===== config.mk =====
export PLATFORM = sky130hd
export DESIGN_NAME = bram_port_arbiter_flat
export DESIGN_NICKNAME = d
export VERILOG_FILES = /design/src/rtl/mem_ctrl_pkg.sv /design/src/rtl/bram_port_arbiter_if.sv /design/src/rtl/rr_arbiter2.sv /design/src/rtl/bram_port_arbiter.sv /design/src/flat_wrapper.sv
export SDC_FILE = /design/constraint.sdc
export NUM_CORES = 1
export LEC_CHECK = 0
export ABC_AREA = 0
export BUFFER_PORTS_ARGS = -buffer_cell sky130_fd_sc_hd__buf_2
export CELL_PAD_IN_SITES_DETAIL_PLACEMENT = 0
export CELL_PAD_IN_SITES_GLOBAL_PLACEMENT = 1
export CORE_AREA = 2 2 88 90
export DETAILED_ROUTE_END_ITERATION = 10
export DIE_AREA = 0 0 90 92
export GPL_TIMING_DRIVEN = 0
export HOLD_SLACK_MARGIN = 0.12
export PLACE_DENSITY = 0.88
export SLEW_MARGIN = 20
export SYNTH_ARGS = -nofsm -noshare
export SYNTH_HDL_FRONTEND = slang
export SYNTH_SLANG_ARGS = --single-unit
export TNS_END_PERCENT = 20

===== constraint.sdc =====
create_clock -name clk -period 1.7 [get_ports clk]
set_clock_uncertainty 0.15 [all_clocks]
set_input_delay 0.34 -clock clk [delete_from_list [all_inputs] [get_ports clk]]
set_output_delay 0.34 -clock clk [all_outputs]
set_load 0.05 [all_outputs]

===== src/rtl/mem_ctrl_pkg.sv =====
// Shared definitions for the block-RAM port sharing logic: default geometry,
// requester id type and the response tag carried through the issue/return pipe.
package mem_ctrl_pkg;

  localparam int DWIDTH_DEF   = 16;
  localparam int AWIDTH_DEF   = 12;
  localparam int MEM_SIZE_DEF = 3840;

  // Identifies which of the two clients owns a request
  typedef logic req_id_t;

  // Travels alongside a request so its response can be steered back later
  typedef struct packed {
    logic    valid;
    req_id_t owner;
    logic    err;
  } rsp_tag_t;

  localparam rsp_tag_t TAG_EMPTY = '{valid: 1'b0, owner: 1'b0, err: 1'b0};

  function automatic rsp_tag_t make_tag(input logic valid, input req_id_t owner, input logic err);
    rsp_tag_t t;
    t.valid = valid;
    t.owner = owner;
    t.err   = err;
    return t;
  endfunction

endpackage


===== src/rtl/bram_port_arbiter_if.sv =====
// Client-side bundle of both requesters: request channels with valid/ready and
// response channels without backpressure.
interface bram_port_arbiter_if #(
  parameter int DWIDTH = mem_ctrl_pkg::DWIDTH_DEF,
  parameter int AWIDTH = mem_ctrl_pkg::AWIDTH_DEF
);

  logic              req_valid0;
  logic              req_valid1;
  logic              req_ready0;
  logic              req_ready1;
  logic              req_we0;
  logic              req_we1;
  logic [AWIDTH-1:0] req_addr0;
  logic [AWIDTH-1:0] req_addr1;
  logic [DWIDTH-1:0] req_wdata0;
  logic [DWIDTH-1:0] req_wdata1;
  logic              rsp_valid0;
  logic              rsp_valid1;
  logic [DWIDTH-1:0] rsp_rdata0;
  logic [DWIDTH-1:0] rsp_rdata1;
  logic              rsp_err0;
  logic              rsp_err1;

  // Client side: issues requests, consumes grants and responses
  modport master (
    output req_valid0, req_valid1, req_we0, req_we1,
           req_addr0, req_addr1, req_wdata0, req_wdata1,
    input  req_ready0, req_ready1,
           rsp_valid0, rsp_valid1, rsp_rdata0, rsp_rdata1, rsp_err0, rsp_err1
  );

  // Arbiter side: grants requests and produces responses
  modport slave (
    input  req_valid0, req_valid1, req_we0, req_we1,
           req_addr0, req_addr1, req_wdata0, req_wdata1,
    output req_ready0, req_ready1,
           rsp_valid0, rsp_valid1, rsp_rdata0, rsp_rdata1, rsp_err0, rsp_err1
  );

endinterface


===== src/rtl/rr_arbiter2.sv =====
// Two-way round-robin arbiter: combinational grant from valid and a priority
// pointer that flips to the other requester after every handshake.
module rr_arbiter2
  import mem_ctrl_pkg::*;
(
  input  logic       clk,
  input  logic       reset,
  input  logic [1:0] valid,
  output logic [1:0] grant,
  output logic       fire,
  output req_id_t    grant_id
);

  req_id_t prio_reg;

  // Lone requester always wins; on contention the priority pointer decides
  always_comb begin
    grant = valid;
    if (valid == 2'b11) begin
      grant = prio_reg ? 2'b10 : 2'b01;
    end
    fire     = |grant;
    grant_id = grant[1];
  end

  // After a handshake the other requester gets priority
  always_ff @(posedge clk or posedge reset) begin
    if (reset) begin
      prio_reg <= 1'b0;
    end else if (fire) begin
      prio_reg <= ~grant_id;
    end
  end

endmodule


===== src/rtl/bram_port_arbiter.sv =====
// Shares one block-RAM port between two clients: round-robin grant, registered
// RAM drive, range check and a two-stage tag pipe that routes read data back.
module bram_port_arbiter
  import mem_ctrl_pkg::*;
#(
  parameter int DWIDTH   = DWIDTH_DEF,
  parameter int AWIDTH   = AWIDTH_DEF,
  parameter int MEM_SIZE = MEM_SIZE_DEF
) (
  input  logic              clk,
  input  logic              reset,
  bram_port_arbiter_if.slave req_bus,
  output logic              ram_ce,
  output logic              ram_we,
  output logic [AWIDTH-1:0] ram_addr,
  output logic [DWIDTH-1:0] ram_d,
  input  logic [DWIDTH-1:0] ram_q
);

  // One extra bit so a MEM_SIZE equal to 2**AWIDTH still compares correctly
  localparam logic [AWIDTH:0] ADDR_LIMIT = (AWIDTH + 1)'(MEM_SIZE);

  logic [1:0]        grant;
  logic              fire;
  req_id_t           grant_id;

  logic              sel_we;
  logic [AWIDTH-1:0] sel_addr;
  logic [DWIDTH-1:0] sel_wdata;
  logic              sel_oor;
  logic              ram_access;

  rsp_tag_t          issue_tag_next;
  rsp_tag_t          issue_tag_reg;
  rsp_tag_t          ret_tag_reg;

  rr_arbiter2 u_arb (
    .clk      (clk),
    .reset    (reset),
    .valid    ({req_bus.req_valid1, req_bus.req_valid0}),
    .grant    (grant),
    .fire     (fire),
    .grant_id (grant_id)
  );

  assign req_bus.req_ready0 = grant[0];
  assign req_bus.req_ready1 = grant[1];

  // Select the granted request and classify it
  always_comb begin
    sel_we    = grant_id ? req_bus.req_we1    : req_bus.req_we0;
    sel_addr  = grant_id ? req_bus.req_addr1  : req_bus.req_addr0;
    sel_wdata = grant_id ? req_bus.req_wdata1 : req_bus.req_wdata0;
    sel_oor   = {1'b0, sel_addr} >= ADDR_LIMIT;
    ram_access = fire & ~sel_oor;
    // Writes in range are silent; reads and every out-of-range access answer
    issue_tag_next = make_tag(fire & (~sel_we | sel_oor), grant_id, sel_oor);
  end

  // Register the RAM port drive; everything idles to zero without an access
  always_ff @(posedge clk or posedge reset) begin
    if (reset) begin
      ram_ce   <= 1'b0;
      ram_we   <= 1'b0;
      ram_addr <= '0;
      ram_d    <= '0;
    end else begin
      ram_ce   <= ram_access;
      ram_we   <= ram_access & sel_we;
      ram_addr <= ram_access ? sel_addr : '0;
      ram_d    <= (ram_access & sel_we) ? sel_wdata : '0;
    end
  end

  // Issue stage tracks the RAM cycle, return stage lines up with ram_q
  always_ff @(posedge clk or posedge reset) begin
    if (reset) begin
      issue_tag_reg <= TAG_EMPTY;
      ret_tag_reg   <= TAG_EMPTY;
    end else begin
      issue_tag_reg <= issue_tag_next;
      ret_tag_reg   <= issue_tag_reg;
    end
  end

  // Steer the returning response to its owner; error responses carry zero data
  always_comb begin
    req_bus.rsp_valid0 = ret_tag_reg.valid & (ret_tag_reg.owner == 1'b0);
    req_bus.rsp_valid1 = ret_tag_reg.valid & (ret_tag_reg.owner == 1'b1);
    req_bus.rsp_err0   = req_bus.rsp_valid0 & ret_tag_reg.err;
    req_bus.rsp_err1   = req_bus.rsp_valid1 & ret_tag_reg.err;
    req_bus.rsp_rdata0 = (req_bus.rsp_valid0 & ~ret_tag_reg.err) ? ram_q : '0;
    req_bus.rsp_rdata1 = (req_bus.rsp_valid1 & ~ret_tag_reg.err) ? ram_q : '0;
  end

endmodule


===== src/flat_wrapper.sv =====
// flat-port wrapper written by rule: the top's interface ports become plain ports
module bram_port_arbiter_flat import mem_ctrl_pkg::*;
#(
  parameter int DWIDTH   = DWIDTH_DEF,
  parameter int AWIDTH   = AWIDTH_DEF,
  parameter int MEM_SIZE = MEM_SIZE_DEF
)
  (clk, reset, ram_ce, ram_we, ram_addr, ram_d, ram_q, req_bus_req_valid0, req_bus_req_valid1, req_bus_req_we0, req_bus_req_we1, req_bus_req_addr0, req_bus_req_addr1, req_bus_req_wdata0, req_bus_req_wdata1, req_bus_req_ready0, req_bus_req_ready1, req_bus_rsp_valid0, req_bus_rsp_valid1, req_bus_rsp_rdata0, req_bus_rsp_rdata1, req_bus_rsp_err0, req_bus_rsp_err1);
  bram_port_arbiter_if #(.DWIDTH(DWIDTH), .AWIDTH(AWIDTH)) req_bus_i ();
  input  logic clk;
  input  logic reset;
  output logic ram_ce;
  output logic ram_we;
  output logic [AWIDTH-1:0] ram_addr;
  output logic [DWIDTH-1:0] ram_d;
  input  logic [DWIDTH-1:0] ram_q;
  input wire logic [$bits(req_bus_i.req_valid0)-1:0] req_bus_req_valid0;
  input wire logic [$bits(req_bus_i.req_valid1)-1:0] req_bus_req_valid1;
  input wire logic [$bits(req_bus_i.req_we0)-1:0] req_bus_req_we0;
  input wire logic [$bits(req_bus_i.req_we1)-1:0] req_bus_req_we1;
  input wire logic [$bits(req_bus_i.req_addr0)-1:0] req_bus_req_addr0;
  input wire logic [$bits(req_bus_i.req_addr1)-1:0] req_bus_req_addr1;
  input wire logic [$bits(req_bus_i.req_wdata0)-1:0] req_bus_req_wdata0;
  input wire logic [$bits(req_bus_i.req_wdata1)-1:0] req_bus_req_wdata1;
  output wire logic [$bits(req_bus_i.req_ready0)-1:0] req_bus_req_ready0;
  output wire logic [$bits(req_bus_i.req_ready1)-1:0] req_bus_req_ready1;
  output wire logic [$bits(req_bus_i.rsp_valid0)-1:0] req_bus_rsp_valid0;
  output wire logic [$bits(req_bus_i.rsp_valid1)-1:0] req_bus_rsp_valid1;
  output wire logic [$bits(req_bus_i.rsp_rdata0)-1:0] req_bus_rsp_rdata0;
  output wire logic [$bits(req_bus_i.rsp_rdata1)-1:0] req_bus_rsp_rdata1;
  output wire logic [$bits(req_bus_i.rsp_err0)-1:0] req_bus_rsp_err0;
  output wire logic [$bits(req_bus_i.rsp_err1)-1:0] req_bus_rsp_err1;
  assign req_bus_i.req_valid0 = req_bus_req_valid0;
  assign req_bus_i.req_valid1 = req_bus_req_valid1;
  assign req_bus_i.req_we0 = req_bus_req_we0;
  assign req_bus_i.req_we1 = req_bus_req_we1;
  assign req_bus_i.req_addr0 = req_bus_req_addr0;
  assign req_bus_i.req_addr1 = req_bus_req_addr1;
  assign req_bus_i.req_wdata0 = req_bus_req_wdata0;
  assign req_bus_i.req_wdata1 = req_bus_req_wdata1;
  assign req_bus_req_ready0 = req_bus_i.req_ready0;
  assign req_bus_req_ready1 = req_bus_i.req_ready1;
  assign req_bus_rsp_valid0 = req_bus_i.rsp_valid0;
  assign req_bus_rsp_valid1 = req_bus_i.rsp_valid1;
  assign req_bus_rsp_rdata0 = req_bus_i.rsp_rdata0;
  assign req_bus_rsp_rdata1 = req_bus_i.rsp_rdata1;
  assign req_bus_rsp_err0 = req_bus_i.rsp_err0;
  assign req_bus_rsp_err1 = req_bus_i.rsp_err1;
  bram_port_arbiter #(.DWIDTH(DWIDTH), .AWIDTH(AWIDTH), .MEM_SIZE(MEM_SIZE)) u_core (.clk(clk), .reset(reset), .req_bus(req_bus_i), .ram_ce(ram_ce), .ram_we(ram_we), .ram_addr(ram_addr), .ram_d(ram_d), .ram_q(ram_q));
endmodule

-- Word-level counts from Yosys, hierarchy flattened
Index checks and enable logic that the tools add are counted.
- add/sub/neg operators: 0
- multiply operators: 0
- divide/modulo/power cells: 0
- magnitude comparators: 1
- equality and inequality tests: 1
- shift operators: 0
- muxes and demuxes: 9
- bitwise operators: 15
- reduce and logical (&&, ||, !) cells: 1
- operators by type and width (kind ; count):
    $mux W16 ; 4
    $mux W12 ; 2
    $ge A12 B12 Y1 const B ; 1
    $and A1 B1 Y1 ; 9
    $not A1 Y1 ; 5
    $mux W2 ; 2
    $eq A2 B2 Y1 const B ; 1
    $reduce_or A2 Y1 ; 1
    $mux W1 ; 1
    $or A1 B1 Y1 ; 1
- flip-flop bits (word level): 37
- bits in latches: 0
- RAM bits: 0
- ROM bits: 0
- bits of input ports: 78
- logic and storage cells: 38
- memories: 0

-- Depth between registers and ports, before layout
- depth in word-level cells: 8
- mapped depth: 5

-- Cells and area by module
From an unflattened synthesis, not the netlist that was laid out.
- cell total of the unflattened synthesis: 159
- area total of the unflattened synthesis: 1773.0 µm²
- by module, submodules not included (module ; instances ; cells an instance ; area each (µm²)):
    bram_port_arbiter ; 1 ; 150 ; 1702.9
    rr_arbiter2 ; 1 ; 9 ; 70.1

-- Least setup slack after synthesis
Ideal clock, no wire load.
- kind: reg2out
- start point: register u_core.ret_tag_reg[1] in the netlist's numbering
- end point: output port req_bus_rsp_rdata0[10]
- data arrival time: 2.056 ns
- required time: 1.210 ns
- setup slack: -0.846 ns
- stages on the path, launching flop included: 5
- buffers on the path: 1
- path through: dfrtp_1 nor2b_1 and2b_1 clkbuf_1 and2_1
- cells in the longest elaborated chain, start to end: 4
- ends and longest elaborated chain (what ; RTL line ; source):
    from (decl) ; bram_port_arbiter.sv:35 ; rsp_tag_t ret_tag_reg;
    from (signal assigned) ; bram_port_arbiter.sv:82 ; ret_tag_reg <= issue_tag_reg;
    $not A1 Y1 ; bram_port_arbiter.sv:88 ; req_bus.rsp_valid0 = ret_tag_reg.valid & (ret_tag_reg.owner == 1'b0);
    $and A1 B1 Y1 ; bram_port_arbiter.sv:88 ;
    named net req_bus_rsp_valid0 ; flat_wrapper.sv:27 ; output wire logic [$bits(req_bus_i.rsp_valid0)-1:0] req_bus_rsp_valid0;
    $and A1 B1 Y1 ; bram_port_arbiter.sv:92 ; req_bus.rsp_rdata0 = (req_bus.rsp_valid0 & ~ret_tag_reg.err) ? ram_q : '0;
    $mux W16 ; bram_port_arbiter.sv:92 ;
    to (decl) ; flat_wrapper.sv:29 ; output wire logic [$bits(req_bus_i.rsp_rdata0)-1:0] req_bus_rsp_rdata0;
The timed path passes the listed nets, and every way through them passes these cells.

-- Worst setup path after layout
- start point: register u_core.ret_tag_reg[1] in the netlist's numbering
- end point: output port req_bus_rsp_rdata0[12]
- cells in the longest elaborated chain, start to end: 4
- ends and longest elaborated chain (what ; RTL line):
    $not A1 Y1 ; bram_port_arbiter.sv:88
    $and A1 B1 Y1 ; bram_port_arbiter.sv:88
    $and A1 B1 Y1 ; bram_port_arbiter.sv:92
    $mux W16 ; bram_port_arbiter.sv:92
Every way passes these cells.

==> flow_summary.toml <==
[sta]
post-route-period-util_pct = 117.4
rsz0062_at_grt = "true"
fin_crit_ps = 1997
finalHoldViolations = 0
fin_ws_ps = -296.5
slew_headroom_pct = 64.19
worst_slew_pin_slew_ps = 537.1
slew_violations = 0
setup_viol = 33
fin_hold_ws_ps = 137.8
finalSetupTns_ps = -8077
fmax_mhz = 500.9

[clock_network]
clock_latency_ps = 280
clockRootBuffer = "clkbuf_8"
clk_pin_slew_ps = 80
tritoncts = "yes"
clk_path_buf_depth = 2
cts_inserted_buffers = 5
htreeDepth = 2
numClockSinks = 37

[placement]
port-buffer-count = 144
hpwl_mm = 5.447
dp_slack_ps = -297.3
placed_cells = 448
place_area_um2 = 2945
gp_congestion = 0.7427

[layout]
fillCellCount = 692
syn_to_final_growth_pct = 73.20
regMostFlops = "u_core.ram_d"
drive_above_1_share_pct = 60.34
largest_register_ffs = 16
reg_top3 = "u_core.ram_d: 16 flops, u_core.ram_addr: 12 flops"
layout_commonest_cell = "buf_2"
layout_common_cells = "buf_2, dfrtp_1, nand4_1"
instances_no_fill = 460
final_area_um2 = 3493
antenna_cells = 0
layout.nets = 435

[route]
drt_iter0_drc = 104
first_pass_iters = 4
vias = 2248
ant_nets = 0
drcViolationCount = 0
top_layer = "met4"
vias_per_cell = 4.887
wl_mm = 7.514
wire_per_inst_um = 16.33
m1WireLength_mm = 2.890
dr_wl_met2_mm = 3.917
dr_wl_met3_um = 582

[yosys]
synthMuxAreaShare_pct = 0
synth_compound_area_share_pct = 22.89
synth_area_um2 = 2017
synth_top_family_by_area = "simple AND/OR/NAND/NOR gates"
avgSynthCellArea_um2 = 10.03
synth-simple-area-share_pct = 24.19
synthXorXnorAreaFrac_pct = 0
synthAdderAreaFrac_pct = 0
ys_ff_latch = 37
ys_seq_area_share_pct = 45.91
syn_inst = 201
ys_types = 24
synth_warnings = 0
syn_nets = 279

[floorplan]
die_width_um = 90
ioPinCount = 146
die_h_um = 92
dieArea_um2 = 8280
core-area_um2 = 7447
start_util_pct = 27.08
row_count = 32

[global_route]
overflow = 0
grt_use_total_pct = 17.53
grt_pass1_wl_mm = 11.58
grt_max_degree = 32
grt_pass1_vias = 2274
antenna_found_initial = 0

[critical_path]
cp.arrival_ps = 1510
end_kind = "output pin"
r2r-start = "u_core.u_arb.prio_reg"
reg2reg_depth = 4
regToRegSetupSlack_ps = 120
critical_path_class = "flip-flop to output pin"
required_ps = 1210
reg2reg_to = "u_core.ram_d[12]"
critPathLaunchType = "flip-flop"
crit_fanout = 8

[power]
switching_power_mw = 1.125
combPwrFrac_pct = 38.6
peakVddDrop_mv = 0.3748
clkPwrFrac_pct = 29.7
leakagePower_nw = 1.704
internal_power_mw = 1.981
p_sw_share_pct = 36.22
power_density_nw_per_um2 = 889.0
pwr-share-seq_pct = 31.7

[worst_hold_path]
holdCritStartpoint = "req_bus_req_addr1[0]"
hold_path_depth = 3
worstHoldPathType = "primary input to flip-flop"
min_to = "u_core.ram_addr[0]"

[status]
violations = "setup timing"
outcome = "complete, but fails checks"

[job]
max_cap_violations = 0
cell usage after synthesis:
master | count | area (um2)
and3_1 | 1 | 6.260
dfrtp_1 | 37 | 925.9
buf_4 | 2 | 15.01
buf_6 | 1 | 11.26
nor2b_1 | 1 | 6.260
nor2_1 | 3 | 11.26
a21oi_2 | 10 | 87.58
a32oi_4 | 1 | 27.53
nand2b_4 | 1 | 13.76
inv_1 | 2 | 7.510
a21oi_1 | 20 | 100.1
o211a_1 | 1 | 10.01
buf_2 | 8 | 40.04
a21boi_2 | 1 | 11.26
or2_1 | 1 | 6.260
and2_1 | 34 | 212.7
o211ai_1 | 28 | 210.2
a311oi_2 | 1 | 15.01
buf_8 | 2 | 30.03
nand4_1 | 30 | 187.7
clkbuf_1 | 10 | 37.54
nor2b_4 | 1 | 13.76
and2b_1 | 2 | 15.01
nor3_1 | 3 | 15.01
how the worst max path moves through the flow:
stage | cells after the start | start | slack [ps] | to
2_1_floorplan | 4 | u_core.ret_tag_reg[1] | -240 | req_bus_rsp_rdata1[10]
3_3_place_gp | 5 | u_core.ret_tag_reg[1] | -250 | req_bus_rsp_rdata1[10]
3_5_place_dp | 5 | u_core.ret_tag_reg[1] | -300 | req_bus_rsp_rdata1[9]
4_1_cts | 5 | u_core.ret_tag_reg[1] | -340 | req_bus_rsp_rdata1[9]
5_1_grt | 5 | u_core.ret_tag_reg[1] | -370 | req_bus_rsp_rdata0[12]
6_report | 5 | u_core.ret_tag_reg[1] | -300 | req_bus_rsp_rdata0[12]
critical path: stages (launching register included):
cell and delay, ps:
dfrtp_1 420, nor2b_4 140, and2b_4 230, clkbuf_16 160, and2_4 140, buf_8 140
final cells by class:
| class | instances | area, um2 | share of cell area [%] |
|---|---|---|---|
| Sequential cell | 37 | 927.1 | 26.54 |
| Buffer | 23 | 160.2 | 4.585 |
| Clock buffer | 5 | 68.82 | 1.970 |
| Inverter | 2 | 7.507 | 0.2149 |
| Tap cell | 102 | 127.6 | 3.653 |
| Clock inverter | 3 | 68.82 | 1.970 |
| Timing Repair Buffer | 149 | 1104 | 31.59 |
| Multi-Input combinational cell | 139 | 1030 | 29.48 |
cells by family after synthesis:
group | after synthesis
buf+inv | 25
simple gates | 77
flops | 37
compound gates | 62
layer usage:
layer,up-vias,track usage (%)
li1,1055,-
met1,1070,19.36
met2,113,32.83
met3,10,4.930
met4,0,4.872
met5,-,0
power groups by stage:
stage / clock network, mW / logic, mW / registers, mW
floorplan: 0 / 0.515 / 1.23
global placement: 0 / 1.02 / 0.999
detailed placement: 0 / 1.04 / 1.00
CTS: 0.952 / 1.17 / 0.986
global route: 0.994 / 1.26 / 0.995
finish: 0.922 / 1.20 / 0.985
repair_timing:
action                                 in CTS  in global routing
endpoints found under the hold margin      37                  0
hold buffers                                1                  0
pin swaps                                  11                  6
setup buffers                               1                  0
resized for setup                         108                 12
setup endpoints to repair                  35                 35
cloned                                      1                  1
through the flow:
stage                     total power, mW  util (%)
after floorplan                     1.742         -
after global placement              2.019     39.28
after detailed placement            2.041     39.55
after CTS                           3.103     46.14
after global routing                3.248     46.91
final                               3.105     46.91
Note: power is estimated with default switching activity, not from simulation.
